<file path="src/rtl/if_id_skid_stage.sv">
// IF->ID pipeline stage with valid/ready handshake and a 2-entry skid buffer.
// in_ready is a pure function of state, so decode back-pressure never reaches fetch combinationally.
module if_id_skid_stage #(
    parameter int                 PC_W      = 64,
    parameter int                 INSTR_W   = 32,
    parameter logic [INSTR_W-1:0] NOP_INSTR = 32'h00000013
) (
    input  logic               clk,
    input  logic               reset_n,
    input  logic               flush,
    input  logic               in_valid,
    output logic               in_ready,
    input  logic [PC_W-1:0]    in_pc,
    input  logic [INSTR_W-1:0] in_instr,
    output logic               out_valid,
    input  logic               out_ready,
    output logic [PC_W-1:0]    out_pc,
    output logic [INSTR_W-1:0] out_instr,
    output logic [1:0]         occupancy
);

    // State encoding equals the number of held entries.
    typedef enum logic [1:0] {
        EMPTY = 2'd0,
        ONE   = 2'd1,
        FULL  = 2'd2
    } state_e;

    state_e             state_q, state_d;
    logic [PC_W-1:0]    main_pc_q, main_pc_d;
    logic [INSTR_W-1:0] main_instr_q, main_instr_d;
    logic [PC_W-1:0]    skid_pc_q, skid_pc_d;
    logic [INSTR_W-1:0] skid_instr_q, skid_instr_d;

    logic in_xfer;
    logic out_xfer;

    assign in_ready  = (state_q != FULL);
    assign out_valid = (state_q != EMPTY);
    assign occupancy = state_q;
    assign out_pc    = out_valid ? main_pc_q    : '0;
    assign out_instr = out_valid ? main_instr_q : NOP_INSTR;

    assign in_xfer  = in_valid & in_ready;
    assign out_xfer = out_valid & out_ready;

    always_comb begin
        // NOTE: every signal gets a default before any branch, so no path can infer a latch.
        state_d      = state_q;
        main_pc_d    = main_pc_q;
        main_instr_d = main_instr_q;
        skid_pc_d    = skid_pc_q;
        skid_instr_d = skid_instr_q;

        if (flush) begin
            state_d = EMPTY;
        end else begin
            unique case (state_q)
                EMPTY: begin
                    if (in_xfer) begin
                        state_d      = ONE;
                        main_pc_d    = in_pc;
                        main_instr_d = in_instr;
                    end
                end
                ONE: begin
                    if (in_xfer && out_xfer) begin
                        main_pc_d    = in_pc;
                        main_instr_d = in_instr;
                    end else if (in_xfer) begin
                        state_d      = FULL;
                        skid_pc_d    = in_pc;
                        skid_instr_d = in_instr;
                    end else if (out_xfer) begin
                        state_d = EMPTY;
                    end
                end
                FULL: begin
                    // The skid entry is always the younger one, so it moves up to main.
                    if (out_xfer) begin
                        state_d      = ONE;
                        main_pc_d    = skid_pc_q;
                        main_instr_d = skid_instr_q;
                    end
                end
                default: state_d = EMPTY;
            endcase
        end
    end

    // NOTE: sequential state uses non-blocking assignments so all flops update from pre-edge values.
    always_ff @(posedge clk or negedge reset_n) begin
        if (!reset_n) begin
            state_q <= EMPTY;
        end else begin
            state_q <= state_d;
        end
    end

    // NOTE: payload registers are deliberately not reset; the output mask hides them while invalid.
    always_ff @(posedge clk) begin
        main_pc_q    <= main_pc_d;
        main_instr_q <= main_instr_d;
        skid_pc_q    <= skid_pc_d;
        skid_instr_q <= skid_instr_d;
    end

endmodule

</file>
<file path="config.mk">
export PLATFORM = sky130hd
export DESIGN_NAME = if_id_skid_stage
export DESIGN_NICKNAME = d
export VERILOG_FILES = /design/src/rtl/if_id_skid_stage.sv
export SDC_FILE = /design/constraint.sdc
export NUM_CORES = 1
export LEC_CHECK = 0
export CORE_MARGIN = 1.5
export CORE_UTILIZATION = 49
export CTS_CLUSTER_DIAMETER = 60
export DETAILED_ROUTE_END_ITERATION = 12
export PLACE_DENSITY = 0.8
export SYNTH_ARGS = -nofsm -noshare
export SYNTH_HDL_FRONTEND = slang
export SYNTH_SLANG_ARGS = --single-unit
</file>
<file path="constraint.sdc">
create_clock -name clk -period 9.7 [get_ports clk]
set_input_delay 1.94 -clock clk [delete_from_list [all_inputs] [get_ports clk]]
set_output_delay 1.94 -clock clk [all_outputs]
set_load 0.01 [all_outputs]
</file>
## Word-level counts from Yosys, hierarchy flattened

Cells that the tools add are included.

| operators by class | value |
|---|---|
| eq/ne operators | 10 |
| multiplexer cells | 17 |
| bitwise logic cells | 4 |
| reductions and logical operators | 7 |

Operators with widths:

| kind | number |
|---|---|
| two-way mux 64 bit | 4 |
| case mux 64 bit (3 select lines) | 1 |
| two-way mux 32 bit | 4 |
| case mux 32 bit (3 select lines) | 1 |
| two-way mux 2 bit | 6 |
| inequality test 3 bit (second input constant) | 3 |
| inequality test 2 bit (second input constant) | 4 |
| AND reduction 4 bit | 2 |
| case mux 2 bit (3 select lines) | 1 |
| AND reduction 5 bit | 1 |
| inequality test 4 bit (second input constant) | 1 |
| nonzero test 3 bit | 1 |
| AND 1 bit | 2 |
| equality test 2 x 1 -> 1 bit (second input constant) | 1 |
| equality test 2 bit (second input constant) | 1 |
| logical NOT 2 bit | 1 |
| NOT 1 bit | 2 |
| nonzero test 2 bit | 1 |
| logical AND 1 bit | 1 |

| storage, ports and cells | value |
|---|---|
| register bits after elaboration | 194 |
| input port bits | 101 |
| output and inout bits | 100 |
| logic and storage cells | 43 |

## Longest topological paths before layout

Gate-level depths: netlist of the first run.

| depth | value |
|---|---|
| word-level depth | 7 |
| gate-level depth with buffers | 6 |
| gate-level depth less buffers | 3 |

## Least setup slack after synthesis of the first run

No wires, ideal clock.

| path | value |
|---|---|
| kind | input -> register |
| start point | input port in_valid |
| end point | register skid_instr_q[0] (enable) |
| arrival | 9132 ps |
| setup slack | -122 ps |
| cell stages on the path | 2 |
| path buffers | 0 |
| cells stage by stage | nor2b_1 nor3b_1 |

| on the way | value |
|---|---|
| cells in the longest elaborated chain, start to end | 4 |

Ends and longest elaborated chain:

| item | line | text |
|---|---|---|
| from (decl) | 11 | `input logic in_valid,` |
| AND 1 bit * | 44 | `assign in_xfer = in_valid & in_ready;` |
| logical AND 1 bit | 67 | `if (in_xfer && out_xfer) begin` |
| NOT 1 bit (no source line) | -- |  |
| AND reduction 4 bit (no source line) * | -- |  |
| to (signal assigned) | 105 | `skid_instr_q <= skid_instr_d;` |
| to (decl) | 33 | `logic [INSTR_W-1:0] skid_instr_q, skid_instr_d;` |

Every way passes the cells marked *; elsewhere a longest branch is shown, timed or not.
A chain may end at the register's enable or synchronous reset.

## Final worst setup path of the first run

| path | value |
|---|---|
| start point | register state_q[0] (netlist: occupancy[0]) |
| end point | output port out_pc[30] |

| on the way | value |
|---|---|
| cells in the longest elaborated chain, start to end | 2 |

Ends and longest elaborated chain:

| item | line | text |
|---|---|---|
| from (decl) | 29 | `state_e state_q, state_d;` |
| from (signal assigned) | 96 | `state_q <= state_d;` |
| nonzero test 2 bit | 39 | `assign out_valid = (state_q != EMPTY);` |
| two-way mux 64 bit | 41 | `assign out_pc = out_valid ? main_pc_q : '0;` |
| to (decl) | 17 | `output logic [PC_W-1:0] out_pc,` |

Every way passes these cells.

==> results of run 1 <==
[layout by cell type (no fill, tap or decap), types with 2 or more instances in the layout]
| master | netlist | layout |
|---|---|---|
| mux2_2 | 78 | 78 |
| buf_4 | 7 | 7 |
| bufinv_16 | 0 | 4 |
| nand2b_1 | 4 | 4 |
| and2_1 | 93 | 93 |
| clkdlybuf4s50_1 | 0 | 200 |
| edfxtp_1 | 192 | 192 |
| clkbuf_16 | 0 | 17 |
| clkinv_1 | 0 | 5 |
| dfrtp_1 | 2 | 2 |
| clkinvlp_4 | 0 | 2 |
| mux2_4 | 18 | 18 |
[metal layers]
metal	vias up	track usage [%]	wire length [um]
met4	4	7.80	258
met1	2113	24.5	6380
met2	167	28.3	7130
met5	-	0	26
met3	29	7.97	1440
li1	1976	-	-
[cells by family (layout without fill, tap and decap cells)]
kind of cell / after synthesis / count (layout) / synth area share (%)
flip-flops: 194 / 194 / 74.5
AND/OR/NAND/NOR: 105 / 105 / 8.40
multiplexers: 96 / 96 / 14.7
buffers and inverters: 23 / 239 / 2.18
AO/OA/AOI/OAI: 3 / 3 / 0.208
[through the flow]
step / worst slack, ps / hold slack [ps] / instances / utilization (%) / cell area, sq um
4_1_cts: 5220 / 548 / 848 / 68.9 / 10600
6_report: 5270 / 545 / 848 / 68.9 / 10600
3_3_place_gp: 5220 / 527 / 817 / 65.0 / 9990
3_5_place_dp: 5120 / 533 / 817 / 65.0 / 9990
5_1_grt: 5080 / 558 / 848 / 68.9 / 10600
2_1_floorplan: 2260 / 523 / 421 / - / 7810
[sequential cells by signal (all words and copies together), names as in the netlist]
signal,flops
main_pc_q,64
skid_pc_q,64
occupancy,2
main_instr_q,32
skid_instr_q,32
[path summary, 6_finish.rpt]
kind	startpoint	endpoint	depth (start not counted)
max in group asynchronous	reset_n	occupancy[0]	1
min reg2reg	skid_instr_q[29]	main_instr_q[29]	1
min in group asynchronous	reset_n	occupancy[1]	1
min	skid_instr_q[29]	main_instr_q[29]	1
max reg2reg	occupancy[1]	main_pc_q[6]	4
max	occupancy[0]	out_pc[30]	4
[report_power, final]
part / switching (mW) / internal (mW)
clock network: 0.289 / 0.425
logic: 0.0730 / 0.108
registers: 0.00586 / 0.953
total: 0.368 / 1.49
[cell type report]
class	instances	area (sq um)
clock buffer	18	429
multi-input combinational	204	1850
inverter	1	3.75
sequential	194	5820
clock inverter	13	168
tap	211	264
fill	1014	4790
timing repair buffer	207	2050
[critical path, cell delays in order (launching register included)]
cell and delay, ps:
dfrtp_1 470, or2_2 150, buf_4 590, and2_1 230, clkdlybuf4s50_1 590
==> results.md, run 1 <==
* Status: finished, final reports clean
* Pleak at 3.56 nW
* CTS hold repair buffers at 0
* Ys async rst share at 1.03%
* Yosys top cell area share at 73.9%
* Mapped cell area at 0.00781 sq mm
* Post-DP HPWL at 9850 um
* Die ar. at 0.0167 sq mm
* Syn Nets at 522
* Count leader, synth: edfxtp_1
* Syn-to-layout area delta at 35.6%
* Max_cap viols at 0
* IO Count at 201
* Synth top cells by count: edfxtp_1 (192), and2_1 (93), mux2_2 (78)
* Largest net degree at the start of global routing at 98
* Synth Area per Inst at 18.5 sq um
* Grt ovf at 0
* Period utilisation layout at 45.6%
* Vias in the first global route at 4414
* Final worst path period need at 4430 ps
* Antenna cells at 0
* Starting Density at 50.8%
* Share of layout cells above drive strength 1 at 20.7%
* Clock skew at 8.79 ps
* Critical Path Sink Type: output port
* Class of the worst hold path: flop to flop
* DRC at 0
* Vias per inst at 5.06
* Drt pass-1 iters at 5
* Clock transition at path regs at 60 ps
* Initial antenna violation count at 2
* First-pass GRT wire length at 23400 um
* TritonCTS clock tree: yes
* Worst-path maximum fanout at 97
* Synth unique cells at 23
* Clk sink count at 194
* PostCTS Resize Cnt at 0
* WP data required at 7760 ps
* Post-DR wirelength/cell at 18.0 um
* Core Footprint at 0.0154 sq mm
* Critical Path Start Type: flop
* Layout Nets at 726
* Max Clock Freq at 226 MHz
* Final Power at 1.85 mW
* Top FF cell, synth: edfxtp_1
* CTS Buf Count at 17
* Fin. Hold Viols at 0
* Site Rows at 45
* Drt total wl at 15200 um
* Gr usage total at 18.9%
* Setup bufs post-CTS at 0
* Die X at 129 um
* Clock buffer depth at 2
* Clock Tree Root: clkbuf_16
* Die height at 129 um
* Starting DRT DRC Count at 258
* Largest cells by area after synthesis: edfxtp_1 (74%), mux2_2 (11%), and2_1 (7.5%)
* Final TNS setup at 0 ps
* PortBufs at 200
* Worst relative slew slack at 41.5%
* Yosys warning total at 0
* R2R Setup Slk at 7130 ps
* Critical path class: flop to output port
* Unrepaired setup endpoints after global routing: no
* Worst vdd ir at 114 uV
* Slew Viols, Final at 0
* Seq/Total Area, Yosys at 74.5%
* Largest area contributor in the synthesized netlist: edfxtp_1
* Routed Antenna Nets at 0
* Worst EP arrival at 2490 ps
* Synth Instances at 421
* PwrDens at 175 mW/mm^2
* Htree depth at 4
* Number of synthesized flops with an enable pin at 192
* Final setup viols at 0
* Via count at 4289
* Worst skew pair latency at 430 ps
* Synth Register Bits at 194
* Slew @ Worst Pin at 877 ps
* Final GP Congestion at 0.780
(Power assumes the default switching activity.)
==> run 2: changes to the inputs <==
Clock period 9.7 ns to 4.6 ns, I/O delays scaled along.
==> results.md, run 2 (synthesis gave the netlist of run 1 again) <==
* Die X at 129 um
* Site Rows at 45
* Starting DRT DRC Count at 321
* Final Worst Setup Slack at 761 ps
* Die height at 129 um
* Worst skew pair latency at 420 ps
* Internal Power at 3.04 mW
* Clock power frac at 37.5%
* Class of the worst hold path: flop to flop
* PwrDens at 364 mW/mm^2
* Antenna cells at 0
* Clk sink count at 194
* Worst hold start: skid_pc_q[51]
* Psw at 799 uW
* PostCTS Resize Cnt at 0
* Worst Hold Depth at 1
* Status: finished, final reports clean
* Slew Viols, Final at 0
* Drt total wl at 15000 um
* Worst hold margin at 549 ps
* Register area at 0.00582 sq mm
* CTS Buf Count at 17
* Largest net degree at the start of global routing at 97
* Starting Density at 50.8%
* Pleak at 3.55 nW
* Worst vdd ir at 245 uV
* Sequential power share at 52.6%
* Via count at 4200
* Pre-CTS setup slack at 1170 ps
* Drt pass-1 iters at 4
* Post-DR wirelength/cell at 17.7 um
* Period utilisation layout at 83.4%
* IO Count at 201
* Die ar. at 0.0167 sq mm
* Switching Fraction at 20.8%
* Hold EP: main_pc_q[51]
* Multi-input logic area at 0.00185 sq mm
* TritonCTS clock tree: yes
* Final Power at 3.84 mW
* Share of layout cells above drive strength 1 at 21.0%
* Initial antenna violation count at 2
* Origin of the critical flop-to-flop path: occupancy[1]
* Grt ovf at 0
* WP data required at 3680 ps
* Syn-to-layout area delta at 35.3%
* Worst-path maximum fanout at 70
* Unrepaired setup endpoints after global routing: no
* Combinational fraction of design power at 9.9%
* R2R Setup Slk at 2000 ps
* Clock buffer depth at 2
* Final GP Congestion at 0.779
* Worst EP arrival at 2920 ps
* PortBufs at 200
* FF-to-FF End: main_pc_q[0]
* Final TNS setup at 0 ps
* Critical Path Start Type: flop
* Routed Antenna Nets at 0
* Final setup viols at 0
* R2R cell count at 4
* Worst relative slew slack at 30.2%
* Clock transition at path regs at 70 ps
* Most frequent cells in the layout: clkdlybuf4s50_1 (200), edfxtp_1 (192), and2_1 (93)
* Vias per inst at 4.95
* DRC at 0
* Setup bufs post-CTS at 0
* Layout Nets at 725
* First-pass GRT wire length at 23300 um
* Critical path class: flop to output port
* Commonest non-fill, non-tap cell in the layout: clkdlybuf4s50_1
* Max_cap viols at 0
* Vias in the first global route at 4306
* Gr usage total at 18.5%
* Clock skew at 7.80 ps
* Largest regs: main_pc_q x64, skid_pc_q x64
* Fillcell total at 1029
* Post-DP HPWL at 9660 um
* Htree depth at 4
* Core Footprint at 0.0154 sq mm
* Critical Path Sink Type: output port
* Max Clock Freq at 261 MHz
* Fin. Hold Viols at 0
* Final worst path period need at 3840 ps
* CTS hold repair buffers at 0
* Post-route insts no fill at 848
* Clock Tree Root: clkbuf_16
* Slew @ Worst Pin at 1050 ps
* # placed instances at 816
[run 2: cell types whose count changed in the layout (fill, tap and decap cells not counted), moves of 2 or more]
cell | previous run | this run
clkinv_1 | 5 | 0
clkbuf_1 | 1 | 4
buf_4 | 7 | 5
bufinv_16 | 4 | 2
clkinv_4 | 1 | 3
[run 2: cell type report]
cell class,count,area share [%]
clock inverter,11,1.24
tap,211,2.50
sequential,194,55.0
multi-input combinational,204,17.5
clock buffer,21,4.17
timing repair buffer,206,19.5
inverter,1,0.0355
[run 2: worst max-delay path: stages (launching register included)]
cell             delay (ps)
dfrtp_1                 460
or2_2                   840
buf_4                   400
and2_1                  190
clkdlybuf4s50_1         550
[run 2: power by group through the flow]
stage                     Combinational (mW)  Sequential, mW  Clock, mW
after global routing                   0.408            2.03       1.54
final                                  0.380            2.02       1.44
after CTS                              0.385            2.02       1.47
after detailed placement               0.383            2.06          0
after global placement                 0.372            2.06          0
after floorplan                        0.160            2.06          0
[run 2: stage by stage]
step	util (%)	area, sq um
after floorplan	-	7820
after global placement	65.0	9990
after detailed placement	65.0	9990
after CTS	68.7	10600
after global routing	68.7	10600
final	68.7	10600
[run 2: worst max path at each step]
stage | start | endpoint | slack, ps | cells past startpoint
final | occupancy[0] | out_pc[2] | 760 | 4
after global routing | occupancy[0] | out_pc[2] | 500 | 4
after floorplan | in_valid | main_instr_q[0] | 320 | 3
after global placement | occupancy[0] | out_pc[2] | 1320 | 4
after detailed placement | occupancy[0] | out_instr[19] | 1170 | 4
after CTS | occupancy[0] | out_instr[19] | 710 | 4
[run 2: per-layer routing]
metal	GRT usage, %	wire length [um]	vias to the layer above	share of wire (%)
met3	8.30	1330	21	8.9
met1	23.8	6320	2051	42
met4	5.55	182	4	1.2
li1	-	-	1975	-
met2	28.6	7120	149	47
met5	0	27	-	0.18
==> run 3: changes to the inputs <==
Clock period 4.6 ns to 3.8 ns, I/O delays scaled along.
==> results.md, run 3 (synthesis gave the netlist of run 1 again) <==
* Commonest non-fill, non-tap cell in the layout: clkdlybuf4s50_1
* Unrepaired setup endpoints after global routing: no
* Post-DP HPWL at 9440 um
* IO Count at 201
* Critical Path Max Stage Delay at 600 ps
* First-pass GRT wire length at 23300 um
* Period utilisation layout at 88.5%
* Starting Density at 50.8%
* Syn-to-layout area delta at 35.5%
* Layout Nets at 724
* Critical path class: flop to output port
* Clock Tree Root: clkbuf_16
* WP data required at 3040 ps
* Die X at 129 um
* R2R cell count at 3
* Drt total wl at 15000 um
* Grt ovf at 0
* Fin util at 68.8%
* Share of layout cells above drive strength 1 at 20.8%
* Worst skew pair latency at 420 ps
* Clock skew at 7.05 ps
* Worst vdd ir at 285 uV
* TritonCTS clock tree: yes
* Core Footprint at 0.0154 sq mm
* Initial antenna violation count at 1
* Final GP Congestion at 0.732
* Max_cap viols at 0
* R2R Setup Slk at 1880 ps
* Critical Path Sink Type: output port
* Most frequent cells in the layout: clkdlybuf4s50_1 (200), edfxtp_1 (192), and2_1 (93)
* Design Area, Final at 0.0106 sq mm
* Htree depth at 4
* Starting DRT DRC Count at 261
* PwrDens at 435 mW/mm^2
* Final setup viols at 0
* Largest net degree at the start of global routing at 98
* Post-DR wirelength/cell at 17.8 um
* CP max-delay cell: or2_2
* Die ar. at 0.0167 sq mm
* DRC at 0
* Worst-path maximum fanout at 58
* CTS hold repair buffers at 0
* CTS Buf Count at 17
* Routed Antenna Nets at 0
* Cell family with most CP delay: buffers and inverters
* Cells along the critical path: or2_2 -> buf_12 -> and2_1 -> clkdlybuf4s50_1
* Area after DPL at 0.0100 sq mm
* PostCTS Resize Cnt at 0
* Slew Viols, Final at 0
* Worst EP arrival at 2600 ps
* Die height at 129 um
* Origin of the critical flop-to-flop path: occupancy[1]
* Clock transition at path regs at 70 ps
* PortBufs at 200
* Site Rows at 45
* Pleak at 3.55 nW
* Clock buffer depth at 2
* Class of the worst hold path: primary input to async pin
* Slew @ Worst Pin at 798 ps
* Gr usage total at 18.6%
* Largest regs: main_pc_q x64, skid_pc_q x64
* Via count at 4252
* Critical Path Start Type: flop
* Vias in the first global route at 4354
* Final worst path period need at 3360 ps
* Fin. Hold Viols at 0
* FF-to-FF End: skid_instr_q[19]
* Status: finished, final reports clean
* Clk sink count at 194
* Final Power at 4.60 mW
* Buf/Inv on CP at 2
* Setup bufs post-CTS at 0
* Worst relative slew slack at 46.8%
* Max Clock Freq at 297 MHz
* Drt pass-1 iters at 4
* Fillcell total at 1044
* Vias per inst at 5.02
==> run 3: metrics by stage <==
stage | hold WS, ps | cells | setup WS, ps | setup TNS, ps
after global routing | 481 | 846 | 266 | 0
after floorplan | 464 | 421 | -8.87 | -851
after CTS | 481 | 846 | 399 | 0
after global placement | 529 | 815 | 945 | 0
after detailed placement | 532 | 815 | 867 | 0
final | 500 | 847 | 437 | 0
==> run 3: worst max-delay path by stage <==
stage                             from              end  slack, ps  cells past startpoint
final                     occupancy[0]       out_pc[62]        440                      4
after global routing      occupancy[0]       out_pc[58]        270                      4
after CTS                 occupancy[0]       out_pc[62]        400                      4
after detailed placement  occupancy[0]       out_pc[62]        870                      4
after global placement    occupancy[0]       out_pc[62]        940                      4
after floorplan              out_ready  skid_instr_q[0]         -9                      2
==> run 3: layout make-up <==
class / count / area [sq um] / share of cell area (%)
diodes: 1 / 2.50 / 0.0237
clock buffers: 19 / 433 / 4.09
clock inverters: 12 / 115 / 1.09
inverters: 1 / 3.75 / 0.0355
multi-input cells: 204 / 1870 / 17.6
flip-flops and latches: 194 / 5820 / 55.0
well taps: 211 / 264 / 2.50
repair buffers: 205 / 2080 / 19.6
==> run 3: report_power, final <==
part / switching, mW / total, mW / internal (mW)
clock network: 0.727 / 1.68 / 0.957
logic: 0.183 / 0.464 / 0.281
registers: 0.0166 / 2.45 / 2.43
total: 0.927 / 4.60 / 3.67
==> run 3: layer usage <==
metal  share of wire [%]  track usage (%)
met2                  45             27.7
met4                 2.2             6.87
met5                   0                0
met1                  43             24.2
met3                 9.3             8.13
